--- src/rtl/inst_fetch_if.sv ---
// Bundle of the fetch stage's memory, redirect and decode handshakes.
// master: the fetch stage; slave: memory/decode side (or a testbench).
interface inst_fetch_if;
   logic        imem_req_valid;
   logic [31:0] imem_req_addr;
   logic        imem_req_ready;
   logic        imem_rsp_valid;
   logic [31:0] imem_rsp_data;
   logic        redirect_valid;
   logic [31:0] redirect_pc;
   logic        dec_ready;
   logic        inst_valid;
   logic [31:0] inst;
   logic [31:0] inst_addr;
   logic        fetch_fault;

   modport master (
      output imem_req_valid, imem_req_addr,
      input  imem_req_ready, imem_rsp_valid, imem_rsp_data,
      input  redirect_valid, redirect_pc, dec_ready,
      output inst_valid, inst, inst_addr, fetch_fault
   );

   modport slave (
      input  imem_req_valid, imem_req_addr,
      output imem_req_ready, imem_rsp_valid, imem_rsp_data,
      output redirect_valid, redirect_pc, dec_ready,
      input  inst_valid, inst, inst_addr, fetch_fault
   );
endinterface

--- src/rtl/inst_fetch.sv ---
// Instruction fetch stage: holds the PC, issues in-order word fetches with a credit limit,
// buffers responses in a small FIFO and hands them to decode. Redirects flush the FIFO and
// drop every response still in flight.
// Optional feature macro: ALIGN_CHECK_EN (misaligned redirect halts fetch, raises fetch_fault).
module inst_fetch #(
   parameter logic [31:0] RESET_PC   = 32'h0000_0000,
   parameter int unsigned FIFO_DEPTH = 2
) (
   input  logic         clk,
   input  logic         rst,
   inst_fetch_if.master bus
);
   localparam int unsigned PTR_W = (FIFO_DEPTH > 1) ? $clog2(FIFO_DEPTH) : 1;
   localparam int unsigned CNT_W = $clog2(FIFO_DEPTH + 1);

   typedef enum logic [1:0] {StBoot, StFetch, StHalt} state_e;

   state_e             r_state, w_state_d;
   logic [31:0]        r_pc, w_pc_d;
   logic [31:0]        r_rsp_addr, w_rsp_addr_d;
   logic [CNT_W-1:0]   r_out, w_out_d;
   logic [CNT_W-1:0]   r_drop, w_drop_d;
   logic [CNT_W-1:0]   r_count, w_count_d;
   logic [PTR_W-1:0]   r_wptr, w_wptr_d;
   logic [PTR_W-1:0]   r_rptr, w_rptr_d;
   logic [31:0]        r_fifo_data [FIFO_DEPTH];
   logic [31:0]        r_fifo_addr [FIFO_DEPTH];

   logic               w_req_valid;
   logic               w_acc;
   logic               w_rsp;
   logic               w_push;
   logic               w_pop;
   logic               w_halt_req;
   logic [31:0]        w_target;
   logic [CNT_W:0]     w_credit_used;

   function automatic logic [PTR_W-1:0] ptr_inc(input logic [PTR_W-1:0] p);
      if (p == PTR_W'(FIFO_DEPTH - 1)) return '0;
      return p + PTR_W'(1);
   endfunction

   // Word-aligned redirect target; low bits are never used as an address.
   assign w_target = {bus.redirect_pc[31:2], 2'b00};

`ifdef ALIGN_CHECK_EN
   logic r_fault;
   assign w_halt_req = bus.redirect_valid && (bus.redirect_pc[1:0] != 2'b00)
                       && (r_state != StHalt);

   // Sticky fault flag, cleared only by reset
   always_ff @(posedge clk or posedge rst) begin
      if (rst) r_fault <= 1'b0;
      else if (w_halt_req) r_fault <= 1'b1;
   end

   assign bus.fetch_fault = r_fault;
`else
   assign w_halt_req      = 1'b0;
   assign bus.fetch_fault = 1'b0;
`endif

   // Requests outstanding plus entries buffered may never exceed the FIFO size, so every
   // response always has a slot waiting for it.
   assign w_credit_used = {1'b0, r_out} + {1'b0, r_count};
   assign w_req_valid   = (r_state == StFetch) && (w_credit_used < (CNT_W + 1)'(FIFO_DEPTH));
   assign w_acc         = w_req_valid && bus.imem_req_ready;
   assign w_rsp         = bus.imem_rsp_valid;

   assign bus.imem_req_valid = w_req_valid;
   assign bus.imem_req_addr  = r_pc;
   assign bus.inst_valid     = (r_count != '0);
   assign bus.inst           = r_fifo_data[r_rptr];
   assign bus.inst_addr      = r_fifo_addr[r_rptr];

   // FSM next state: boot for one cycle, then fetch; halt only on a misaligned redirect
   always_comb begin
      w_state_d = r_state;
      case (r_state)
         StBoot:  w_state_d = w_halt_req ? StHalt : StFetch;
         StFetch: if (w_halt_req) w_state_d = StHalt;
         StHalt:  w_state_d = StHalt;
         default: w_state_d = StBoot;
      endcase
   end

   // Next-state for PC, credit/drop counters and FIFO pointers
   always_comb begin
      w_out_d      = r_out + CNT_W'(w_acc) - CNT_W'(w_rsp);
      w_drop_d     = r_drop;
      w_pc_d       = r_pc;
      w_rsp_addr_d = r_rsp_addr;
      w_count_d    = r_count;
      w_wptr_d     = r_wptr;
      w_rptr_d     = r_rptr;
      w_push       = 1'b0;
      w_pop        = 1'b0;
      if (bus.redirect_valid) begin
         // Everything still in flight after this cycle belongs to the old stream.
         w_drop_d     = w_out_d;
         w_pc_d       = w_target;
         w_rsp_addr_d = w_target;
         w_count_d    = '0;
         w_wptr_d     = '0;
         w_rptr_d     = '0;
      end else begin
         if (w_rsp && (r_drop != '0)) w_drop_d = r_drop - CNT_W'(1);
         if (w_acc) w_pc_d = r_pc + 32'd4;
         if (r_state == StHalt) begin
            w_count_d = '0;
            w_wptr_d  = '0;
            w_rptr_d  = '0;
         end else begin
            w_push = w_rsp && (r_drop == '0);
            w_pop  = (r_count != '0) && bus.dec_ready;
            if (w_push) begin
               w_wptr_d     = ptr_inc(r_wptr);
               w_rsp_addr_d = r_rsp_addr + 32'd4;
            end
            if (w_pop) w_rptr_d = ptr_inc(r_rptr);
            w_count_d = r_count + CNT_W'(w_push) - CNT_W'(w_pop);
         end
      end
   end

   // State, PC and counter registers
   always_ff @(posedge clk or posedge rst) begin
      if (rst) begin
         r_state    <= StBoot;
         r_pc       <= RESET_PC;
         r_rsp_addr <= RESET_PC;
         r_out      <= '0;
         r_drop     <= '0;
         r_count    <= '0;
         r_wptr     <= '0;
         r_rptr     <= '0;
      end else begin
         r_state    <= w_state_d;
         r_pc       <= w_pc_d;
         r_rsp_addr <= w_rsp_addr_d;
         r_out      <= w_out_d;
         r_drop     <= w_drop_d;
         r_count    <= w_count_d;
         r_wptr     <= w_wptr_d;
         r_rptr     <= w_rptr_d;
      end
   end

   // FIFO storage: each entry keeps the word and the address it was fetched from
   always_ff @(posedge clk or posedge rst) begin
      if (rst) begin
         for (int i = 0; i < int'(FIFO_DEPTH); i++) begin
            r_fifo_data[i] <= '0;
            r_fifo_addr[i] <= '0;
         end
      end else if (w_push) begin
         r_fifo_data[r_wptr] <= bus.imem_rsp_data;
         r_fifo_addr[r_wptr] <= r_rsp_addr;
      end
   end

   a_no_overflow: assert property (@(posedge clk) disable iff (rst)
      !(w_push && !w_pop && (r_count == CNT_W'(FIFO_DEPTH))));
endmodule

--- src/flat_wrapper.sv ---
// flat-port wrapper written by rule: the top's interface ports become plain ports
module inst_fetch_flat 
#(
   parameter logic [31:0] RESET_PC   = 32'h0000_0000,
   parameter int unsigned FIFO_DEPTH = 2
)
  (clk, rst, bus_imem_req_valid, bus_imem_req_addr, bus_imem_req_ready, bus_imem_rsp_valid, bus_imem_rsp_data, bus_redirect_valid, bus_redirect_pc, bus_dec_ready, bus_inst_valid, bus_inst, bus_inst_addr, bus_fetch_fault);
  inst_fetch_if bus_i ();
  input  logic clk;
  input  logic rst;
  output wire logic [$bits(bus_i.imem_req_valid)-1:0] bus_imem_req_valid;
  output wire logic [$bits(bus_i.imem_req_addr)-1:0] bus_imem_req_addr;
  input wire logic [$bits(bus_i.imem_req_ready)-1:0] bus_imem_req_ready;
  input wire logic [$bits(bus_i.imem_rsp_valid)-1:0] bus_imem_rsp_valid;
  input wire logic [$bits(bus_i.imem_rsp_data)-1:0] bus_imem_rsp_data;
  input wire logic [$bits(bus_i.redirect_valid)-1:0] bus_redirect_valid;
  input wire logic [$bits(bus_i.redirect_pc)-1:0] bus_redirect_pc;
  input wire logic [$bits(bus_i.dec_ready)-1:0] bus_dec_ready;
  output wire logic [$bits(bus_i.inst_valid)-1:0] bus_inst_valid;
  output wire logic [$bits(bus_i.inst)-1:0] bus_inst;
  output wire logic [$bits(bus_i.inst_addr)-1:0] bus_inst_addr;
  output wire logic [$bits(bus_i.fetch_fault)-1:0] bus_fetch_fault;
  assign bus_imem_req_valid = bus_i.imem_req_valid;
  assign bus_imem_req_addr = bus_i.imem_req_addr;
  assign bus_i.imem_req_ready = bus_imem_req_ready;
  assign bus_i.imem_rsp_valid = bus_imem_rsp_valid;
  assign bus_i.imem_rsp_data = bus_imem_rsp_data;
  assign bus_i.redirect_valid = bus_redirect_valid;
  assign bus_i.redirect_pc = bus_redirect_pc;
  assign bus_i.dec_ready = bus_dec_ready;
  assign bus_inst_valid = bus_i.inst_valid;
  assign bus_inst = bus_i.inst;
  assign bus_inst_addr = bus_i.inst_addr;
  assign bus_fetch_fault = bus_i.fetch_fault;
  inst_fetch #(.RESET_PC(RESET_PC), .FIFO_DEPTH(FIFO_DEPTH)) u_core (.clk(clk), .rst(rst), .bus(bus_i));
endmodule
--- config.mk ---
export PLATFORM = sky130hd
export DESIGN_NAME = inst_fetch_flat
export DESIGN_NICKNAME = d
export VERILOG_FILES = /design/src/rtl/inst_fetch_if.sv /design/src/rtl/inst_fetch.sv /design/src/flat_wrapper.sv
export SDC_FILE = /design/constraint.sdc
export NUM_CORES = 1
export LEC_CHECK = 0
export CORE_MARGIN = 2
export CORE_UTILIZATION = 39
export CTS_CLUSTER_DIAMETER = 100
export DETAILED_ROUTE_END_ITERATION = 10
export SYNTH_ARGS = -nofsm -noshare
export SYNTH_HDL_FRONTEND = slang
export SYNTH_SLANG_ARGS = --single-unit
--- constraint.sdc ---
create_clock -name clk -period 8.5 [get_ports clk]
set_input_delay 1.7 -clock clk [delete_from_list [all_inputs] [get_ports clk]]
set_output_delay 1.7 -clock clk [all_outputs]
set_load 0.005 [all_outputs]
Word-level counts from Yosys, hierarchy flattened
Cells that the tools add are included.
- register bits: 202
- input bits: 70
- logic and storage cells: 87
- add/subtract/negate cells: 10
- $lt $le $gt $ge: 4
- equality and inequality tests: 3
- multiplexer cells: 40
- bitwise logic cells: 2
- reductions and logical operators: 16
- operator list (operator ; number):
    two-way mux 32 bit ; 12
    bitwise mux 64 bit ; 2
    adder 32 x 3 -> 32 bit (second input constant) ; 2
    demux 32 bit (select 1 bit) ; 1
    two-way mux 1 bit ; 20
    nonzero test 2 bit ; 5
    two-way mux 2 bit ; 4
    logical AND 1 bit ; 6
    case mux 2 bit (3 select lines) ; 1
    nonzero test 3 bit ; 2
    adder 2 x 1 -> 2 bit ; 2
    greater-or-equal comparator 2 bit (second input constant) ; 2
    zero test 2 bit ; 2
    NOT 1 -> 2 bit ; 2
    subtractor 2 x 1 -> 2 bit ; 2
    adder 2 x 2 -> 3 bit ; 1
    < comparator 3 x 2 -> 1 bit (second input constant) ; 1
    adder 1 bit (second input constant) ; 2
    equality test 2 x 1 -> 1 bit (second input constant) ; 1
    equality test 2 bit (second input constant) ; 1
    < comparator 2 x 1 -> 1 bit (second input constant) ; 1
    inequality test 2 bit (second input constant) ; 1
    AND reduction 2 bit ; 1
    subtractor 2 x 1 -> 2 bit (second input constant) ; 1

Depth between registers and ports, before layout
Gate-level depths: netlist of run 1.
- word-level depth: 9
- depth in mapped cells: 10
- depth with buffers taken out: 10

Least setup slack after synthesis of run 1
No wires, ideal clock.
- path kind: input to register
- start: input port bus_imem_rsp_valid
- end: register u_core.r_rsp_addr[16]
- data arrival time: 2974 ps
- data required time: 8375 ps
- setup slack: 5401 ps
- stages on the path: 6
- buffers on the path: 1
- path through: nand2_1 > nor3_1 > clkbuf_1 > nand3_1 > xnor2_1 > mux2_2
- longest elaborated chain between the ends: 3
- RTL lines (what ; RTL line ; source):
    from (decl) ; flat_wrapper.sv:14 ; input wire logic [$bits(bus_i.imem_rsp_valid)-1:0] bus_imem_rsp_valid;
    logical AND 1 bit ; inst_fetch.sv:114 ; w_push = w_rsp && (r_drop == '0);
    nonzero test 2 bit (no source line) ; - ;
    AND reduction 2 bit (no source line) ; - ;
    to (signal assigned) ; inst_fetch.sv:140 ; r_rsp_addr <= w_rsp_addr_d;
    to (decl) ; inst_fetch.sv:20 ; logic [31:0] r_rsp_addr, w_rsp_addr_d;
Every way passes these cells.
A chain may end at the register's enable or synchronous reset.

Worst setup path in the final report of run 1
- start: register u_core.r_rptr
- end: output port bus_inst_addr[28]
- longest elaborated chain between the ends: 4
- RTL lines (what ; RTL line ; source):
    from (decl) ; inst_fetch.sv:25 ; logic [PTR_W-1:0] r_rptr, w_rptr_d;
    from (signal assigned) ; inst_fetch.sv:145 ; r_rptr <= w_rptr_d;
    NOT 1 -> 2 bit (implied by the code) ; inst_fetch.sv:74 ; assign bus.inst_addr = r_fifo_addr[r_rptr];
    two-way mux 32 bit (implied by the code) (3 in a row) ; inst_fetch.sv:74 ;
    to (decl) ; flat_wrapper.sv:21 ; output wire logic [$bits(bus_i.inst_addr)-1:0] bus_inst_addr;
Every way passes these cells. The select of a mux whose other input is x is not followed.

==> metrics.yaml, run 1 <==
min_period_ns: 4.43
skew_ns: 0.0105
startpoint_type: "flop"
synth_top_area_frac: 0.522
worstPathRequired_ns: 6.80
ios: 169
grt_pass1_vias: 6251
cts-buffers-inserted: 17
wl_um: 21300
syn_area_mm2: 0.00929
start_util: 0.397
first_pass_iters: 4
antenna_found_initial: 0
yosysSeqAreaShare: 0.522
synth.area.top_cells: "dfrtp_1 52%, mux2_2 26%, xnor2_1 3.6%"
place_ws_ns: 4.01
yosys_warnings: 0
maxCapViolations: 0
synth-main-ff-cell: "dfrtp_1"
die_y_um: 158
cp.arrival_ns: 2.73
hold_buffers: 0
first_iter_violations: 260
wl_per_cell_um: 17.6
irDropWorstVdd_uv: 119
setup_ws_ns: 4.07
place_congestion: 0.792
dpl.hpwl_um: 14000
dr_total_vias: 6016
overflow: 0
die-area_mm2: 0.0251
tritoncts: "yes"
timing.slew.headroom: 0.306
avgSynthCellArea_um2: 12.9
setup_violations: 0
yosys.area.top_type: "dfrtp_1"
status: "finished, final reports clean"
ant_nets: 0
design_power_total_mw: 3.70
num_rows: 56
synth-seq-cells: 194
synth-edff-count: 0
p_per_area_mw_per_mm2: 313
post-route-period-util: 0.521
portBuffers: 161
hold_viol: 0
n_antenna_cell: 0
grt_first_pass_wirelength_um: 33800
worstSetupPathType: "flop to primary output"
p_leak_nw: 4.87
final_common_cell: "mux2_2"
viasPerCell: 4.98
r2r_slack_ns: 5.30
cts.path.max_buffers: 2
cp_max_fo: 42
cts_resized: 0
max_freq_mhz: 226
synthDistinctLibCells: 42
tns_ns: 0
drive_above_1_share: 0.301
cts_max_level: 4
hold_path.class: "flop to flop"
finalMaxSlewViolations: 0
rsz0062_at_grt: "false"
coreArea_mm2: 0.0234
nFillCells: 2148
synthArstFlopShare: 1.00
die_w_um: 158
tightest_slew_ns: 1.03
cts_setup_buffers: 0
cp-end-kind: "primary output"
netlist_instances: 721
grt_usage: 0.177
clk_latency_ns: 0.43
final_cell_mix: "213 x mux2_2, 193 x dfrtp_1, 161 x clkdlybuf4s50_1"
final_nets: 954
syn_to_final_growth_pct: 27.1
drt_drc_violations_left: 0
grt_max_degree: 122
cts.sinks: 194
clk_pin_slew_worst_paths_ns: 0.07
cts_root_buf: "clkbuf_16"
## worst paths after layout
kind,start,endpoint,depth (start not counted)
max,u_core.r_rptr,bus_inst_addr[28],3
min,u_core.r_state[0],u_core.r_state[1],1
max reg2reg,u_core.r_out[0],u_core.bus.imem_req_addr[15],8
min reg2reg,u_core.r_state[0],u_core.r_state[1],1
max in group asynchronous,rst,u_core.r_fifo_addr[30],3
min in group asynchronous,rst,u_core.r_fifo_data[47],2
## cell families after synthesis
| kind of cell | Yosys count | share of synthesized area |
|---|---|---|
| compound gates | 35 | 0.0238 |
| xor+xnor | 63 | 0.0594 |
| fa+ha+maj | 8 | 0.0116 |
| buf+inv | 57 | 0.0277 |
| flops | 194 | 0.522 |
| mux | 217 | 0.262 |
| other cells | 1 | 0.000404 |
| simple gates | 146 | 0.0921 |
## cell type report
type / instances / area, um2 / share of cell area
Tap cell: 319 / 399 / 0.0338
Multi-Input combinational cell: 474 / 4210 / 0.356
Sequential cell: 194 / 4860 / 0.411
Clock buffer: 19 / 443 / 0.0375
Inverter: 20 / 82.6 / 0.00699
Timing Repair Buffer: 169 / 1680 / 0.143
Clock inverter: 13 / 138 / 0.0117
## where the power goes
part | total, mW | switching, mW | internal [mW]
combinational | 1.42 | 0.494 | 0.923
clock | 0.805 | 0.381 | 0.424
sequential | 1.48 | 0.209 | 1.27
total | 3.70 | 1.08 | 2.62
## worst max-delay path, stage by stage, from the launching register on
cell and delay, ns:
dfrtp_2 0.72, buf_4 0.64, mux2_2 0.41, clkdlybuf4s50_1 0.51
## per-layer routing
layer | GRT usage | routed length, um | vias to the layer above
met2 | 0.271 | 9310 | 165
met3 | 0.0525 | 1400 | 22
li1 | - | - | 2840
met4 | 0.0420 | 235 | 0
met1 | 0.246 | 10400 | 2989
met5 | 0 | 0 | -
## through the flow
step | hold slack, ns | cell area (um2) | utilization | cells
2_1_floorplan | 0.461 | 9310 | - | 725
3_3_place_gp | 0.484 | 11200 | 0.480 | 1176
3_5_place_dp | 0.489 | 11200 | 0.480 | 1176
4_1_cts | 0.505 | 11800 | 0.505 | 1208
5_1_grt | 0.516 | 11800 | 0.505 | 1208
6_report | 0.501 | 11800 | 0.505 | 1208
## state kept, by name, indices dropped and copies added, names as in the netlist
name and flops:
u_core.r_rptr 1, u_core.bus.imem_req_addr 30, u_core.r_fifo_data 64, u_core.r_out 2, u_core.r_count 2, u_core.r_fifo_addr 60, u_core.r_state 2, u_core.r_rsp_addr 30
u_core.r_wptr 1, u_core.r_drop 2
## Yosys cell counts, types with 2 or more instances
cell	number
clkbuf_1	18
nor3_2	5
buf_1	6
and2_1	3
o21ai_0	4
a21boi_0	13
ha_1	7
and4_1	6
xnor2_1	38
nor2_1	21
a21boi_1	4
buf_2	5
a21oi_1	11
nand2_1	19
dfrtp_1	194
nor3_1	16
nand2b_1	9
buf_6	2
xor2_1	25
nor4_4	2
and3_1	9
mux2_2	213
mux2i_1	4
nand4_1	20
nand3_1	26
buf_4	6
inv_1	20
(Power assumes the default switching activity.)
==> run 2, diff against run 1 <==
==> constraint.sdc (replaced) <==
create_clock -name clk -period 4.3 [get_ports clk]
set_input_delay 0.86 -clock clk [delete_from_list [all_inputs] [get_ports clk]]
set_output_delay 0.86 -clock clk [all_outputs]
set_load 0.005 [all_outputs]
==> run 2 against run 1 <==
Sequential share of layout area is 0.21 points lower. Die area stayed put. Final cell count is 0.17% higher. Register-to-register slack worse by 3.9 ns. Global-route usage hardly changed. Non-clock buffer count is 2 higher. Critical endpoint is now bus_imem_req_valid. Largest power group unchanged.
==> metrics.yaml, run 2 (synthesis results as in run 1) <==
status: "finished, final reports clean"
grt_usage: 0.177
cts_resized: 0
cts_setup_buffers: 0
num_rows: 56
nFillCells: 2125
use_met2: 0.285
dr_total_vias: 6046
overflow: 0
path_cells: "inv_1 -> nor2_1 -> fa_1 -> nor4b_4 -> clkdlybuf4s50_1"
tns_ns: 0
seqPwrFrac: 0.396
worstSetupPathType: "flop to primary output"
p_per_area_mw_per_mm2: 616
worstPathRequired_ns: 3.44
utilization: 0.507
whs_ns: 0.502
first_pass_iters: 4
cts_max_level: 4
ant_nets: 0
grt.busiest_layer: "met2"
timing.slew.headroom: 0.336
finalMaxSlewViolations: 0
wl_per_cell_um: 17.7
hold_buffers: 0
irDropWorstVdd_uv: 318
hold_viol: 0
combPwrFrac: 0.384
grtUsageMet1: 0.246
swShare: 0.292
die-area_mm2: 0.0251
p_int_mw: 5.18
largest_reg_flops: 64
tritoncts: "yes"
min_period_ns: 3.31
max_freq_mhz: 302
die_w_um: 158
dpl.hpwl_um: 14200
setup_violations: 0
grtUsageMet3: 0.0395
viasPerCell: 5.00
grt_max_degree: 147
antenna_found_initial: 0
final_cell_mix: "213 x mux2_2, 193 x dfrtp_1, 161 x clkdlybuf4s50_1"
tightest_slew_ns: 0.991
n_antenna_cell: 0
startpoint_type: "flop"
power.switching_mw: 2.14
maxCapViolations: 0
first_iter_violations: 285
cts.path.max_buffers: 2
cpMaxStageDelayCell: "clkdlybuf4s50_1"
die_y_um: 158
clk_latency_ns: 0.44
cts.sinks: 194
coreArea_mm2: 0.0234
grt_first_pass_wirelength_um: 34000
post-route-period-util: 0.769
multiInputGateArea_mm2: 0.00421
cpPeakStageDelay_ns: 0.58
reg_top3: "u_core.r_fifo_data: 64 flops, u_core.r_fifo_addr: 60 flops"
start_util: 0.397
drt_drc_violations_left: 0
ff_latch_area_mm2: 0.00486
cp_max_fo: 7
rsz0062_at_grt: "false"
cts_root_buf: "clkbuf_16"
cts-buffers-inserted: 17
top_register: "u_core.r_fifo_data"
skew_ns: 0.0116
syn_to_final_growth_pct: 27.7
wl_um: 21400
final_nets: 956
cp.arrival_ns: 2.45
cp-end-kind: "primary output"
clkPwrFrac: 0.221
place_congestion: 0.764
ios: 169
p_leak_nw: 4.89
portBuffers: 161
drive_above_1_share: 0.303
final_common_cell: "mux2_2"
grt_pass1_vias: 6226
hold_path.class: "flop to flop"
clk_pin_slew_worst_paths_ns: 0.07
[run 2: cell count changes in the layout (fill, tap and decap cells not counted)]
cell      change
clkbuf_8      -1
buf_4         -1
buf_12        +3
inv_8         +2
clkinv_8      +1
inv_6         -3
clkinv_4      +1
[run 2: layout make-up]
type / instances / area share
clock buffers: 18 / 0.0362
clock inverters: 14 / 0.0137
inverters: 20 / 0.00664
multi-input cells: 474 / 0.354
flip-flops and latches: 194 / 0.409
well taps: 319 / 0.0336
repair buffers: 171 / 0.146
[run 2: per-layer routing]
layer | share of wire | vias to the layer above
met5 | 0 | -
met4 | 0.0038 | 0
met3 | 0.049 | 7
met2 | 0.47 | 129
met1 | 0.48 | 3041
li1 | - | 2869
[run 2: worst paths after layout]
check | from | endpoint | slack [ns] | cells after the start
setup reg to reg | u_core.r_count[0] | u_core.bus.imem_req_addr[17] | 1.42 | 9
hold reg to reg | u_core.r_fifo_addr[19] | u_core.r_fifo_addr[19] | 0.50 | 1
min in group asynchronous | rst | u_core.r_fifo_addr[8] | 0.96 | 3
max in group asynchronous | rst | u_core.bus.imem_req_addr[11] | 2.61 | 3
setup / recovery | u_core.r_count[0] | bus_imem_req_valid | 0.99 | 5
hold / removal | u_core.r_fifo_addr[19] | u_core.r_fifo_addr[19] | 0.50 | 1
[run 2: worst max-delay path: cells and delay by family (launching register included)]
| family | cells | cell delay, ns |
|---|---|---|
| flip-flops | 1 | 0.37 |
| buffers and inverters | 2 | 0.65 |
| adder cells (fa/ha/maj) | 1 | 0.48 |
| AND/OR/NAND/NOR | 2 | 0.50 |
[run 2: through the flow]
step | cell area [um2] | setup WS (ns) | power, mW | cells
2_1_floorplan | 9310 | 0.936 | 4.43 | 725
3_3_place_gp | 11300 | 1.33 | 5.74 | 1178
3_5_place_dp | 11300 | 1.31 | 5.79 | 1178
4_1_cts | 11900 | 0.950 | 7.43 | 1210
5_1_grt | 11900 | 0.852 | 7.81 | 1210
6_report | 11900 | 0.993 | 7.32 | 1210
[run 2: power by group through the flow]
stage,combinational [mW],sequential (mW),clock (mW)
after floorplan,1.61,2.82,0
after global placement,2.82,2.91,0
after detailed placement,2.85,2.94,0
after CTS,2.87,2.90,1.66
after global routing,3.07,2.99,1.75
final,2.81,2.89,1.61
==> run 3, diff against run 2 <==
==> constraint.sdc (replaced) <==
create_clock -name clk -period 3 [get_ports clk]
set_input_delay 0.6 -clock clk [delete_from_list [all_inputs] [get_ports clk]]
set_output_delay 0.6 -clock clk [all_outputs]
set_load 0.005 [all_outputs]
==> run 3 against run 2 <==
Clock power rose by 42%. Via count rose by 0.36%. Core utilization increased by 0.32 points. Worst hold slack improved by 0.0017 ns. Combinational power is 45% higher. Critical path type unchanged. Flip-flop and latch count did not move. Sequential share of layout area is 0.25 points lower. Sequential power increased by 44%.
==> metrics.yaml, run 3 (synthesis results as in run 1) <==
cts.path.max_buffers: 2
hold_buffers: 0
highest_layer: "met4"
die_w_um: 158
tightest_slew_ns: 0.751
ant_nets: 0
dpl.hpwl_um: 14900
cp.arrival_ns: 2.10
seqPwrFrac: 0.396
ff_latch_area_mm2: 0.00486
viasPerCell: 4.98
p_leak_nw: 4.94
irDropWorstVdd_uv: 398
num_rows: 56
worstPathRequired_ns: 2.40
drt_drc_violations_left: 0
nFillCells: 2133
dr_total_vias: 6068
cts-buffers-inserted: 17
path_cells: "buf_4 -> mux2_2 -> clkdlybuf4s50_1"
finalMaxSlewViolations: 0
hold_path.class: "flop to flop"
multiInputGateArea_mm2: 0.00421
combPwrFrac: 0.388
clk_latency_ns: 0.43
timing.slew.headroom: 0.499
place_ws_ns: 0.258
grt_max_degree: 65
cp_max_fo: 29
wl_met3_um: 1060
worstSetupPathType: "flop to primary output"
p_per_area_mw_per_mm2: 879
tritoncts: "yes"
cpPeakStageDelay_ns: 0.45
final_cell_mix: "213 x mux2_2, 193 x dfrtp_1, 160 x clkdlybuf4s50_1"
wirelength_met1_um: 10400
power.switching_mw: 3.04
wl_per_cell_um: 17.7
cts_root_buf: "clkbuf_16"
drive_above_1_share: 0.311
ios: 169
rsz0062_at_grt: "false"
grt_usage: 0.177
reg_top3: "u_core.r_fifo_data: 64 flops, u_core.r_fifo_addr: 60 flops"
first_pass_iters: 4
place_congestion: 0.757
syn_to_final_growth_pct: 28.5
wl_um: 21600
swShare: 0.290
final_nets: 965
die-area_mm2: 0.0251
status: "finished, final reports clean"
setup_violations: 0
max_freq_mhz: 370
antenna_found_initial: 0
cpMaxStageDelayCell: "clkdlybuf4s50_1"
grt_first_pass_wirelength_um: 34000
p_int_mw: 7.46
first_iter_violations: 305
cts.sinks: 194
min_period_ns: 2.70
post-route-period-util: 0.901
grt_pass1_vias: 6268
startpoint_type: "flop"
coreArea_mm2: 0.0234
final_common_cell: "mux2_2"
hold_viol: 0
largest_reg_flops: 64
clkPwrFrac: 0.217
portBuffers: 161
setup_ws_ns: 0.296
cp-end-kind: "primary output"
design_power_total_mw: 10.5
n_antenna_cell: 0
maxCapViolations: 0
dr_wl_met2_um: 9940
die_y_um: 158
overflow: 0
clk_pin_slew_worst_paths_ns: 0.07
start_util: 0.397
cts_max_level: 4
top_register: "u_core.r_fifo_data"
skew_ns: 0.0104
## run 3: changes by cell type in the layout (fill, tap and decap cells not counted), sizes merged
cell,delta
buf,+9
clkinvlp,+2
inv,-2
clkdlybuf4s50,-1
dlymetal6s2s,+1
## run 3: worst paths after layout
path	from	end	slack [ns]	cells after the start
max in group asynchronous	rst	u_core.r_fifo_data[45]	1.56	3
min reg2reg	u_core.r_fifo_data[11]	u_core.r_fifo_data[11]	0.50	1
min	u_core.r_fifo_data[11]	u_core.r_fifo_data[11]	0.50	1
max	u_core.r_rptr	bus_inst_addr[27]	0.30	3
min in group asynchronous	rst	u_core.r_fifo_addr[35]	0.60	2
max reg2reg	u_core.r_count[0]	u_core.bus.imem_req_addr[26]	0.38	9
## run 3: layer usage
layer,vias up,global-route usage
li1,2873,-
met1,3027,0.243
met2,150,0.285
met3,18,0.0414
met4,0,0.0395
met5,-,0
## run 3: critical path: cells and delay by family (launching register included)
family	cells	cell delay (ns)
multiplexers	1	0.41
buffers and inverters	2	0.87
flip-flops	1	0.39
## run 3: repair_timing
action,4_1_cts,5_1_grt
gates resized for setup,0,1
setup buffers,0,0
setup endpoints to repair,0,1
hold endpoints to repair,0,0
## run 3: metrics by stage
stage	hold WS (ns)	utilization	setup TNS, ns	instance area (um2)	std cells
detailed placement	0.490	0.485	0	11400	1187
finish	0.504	0.510	0	11900	1219
CTS	0.506	0.510	0	11900	1219
global placement	0.483	0.485	0	11400	1187
floorplan	0.461	-	-20.26	9310	725
global route	0.515	0.510	0	11900	1219
## run 3: area by class of cell
| cell class | count | share of cell area |
|---|---|---|
| inverter | 20 | 0.00660 |
| sequential | 194 | 0.407 |
| clock inverter | 14 | 0.0120 |
| multi-input combinational | 474 | 0.352 |
| clock buffer | 18 | 0.0368 |
| tap | 319 | 0.0334 |
| timing repair buffer | 180 | 0.152 |
## run 3: power groups by stage
stage / combinational [mW] / sequential, mW / clock [mW]
after floorplan: 2.31 / 4.04 / 0
after global placement: 4.10 / 4.17 / 0
after detailed placement: 4.12 / 4.20 / 0
after CTS: 4.16 / 4.16 / 2.33
after global routing: 4.45 / 4.29 / 2.44
final: 4.07 / 4.15 / 2.28
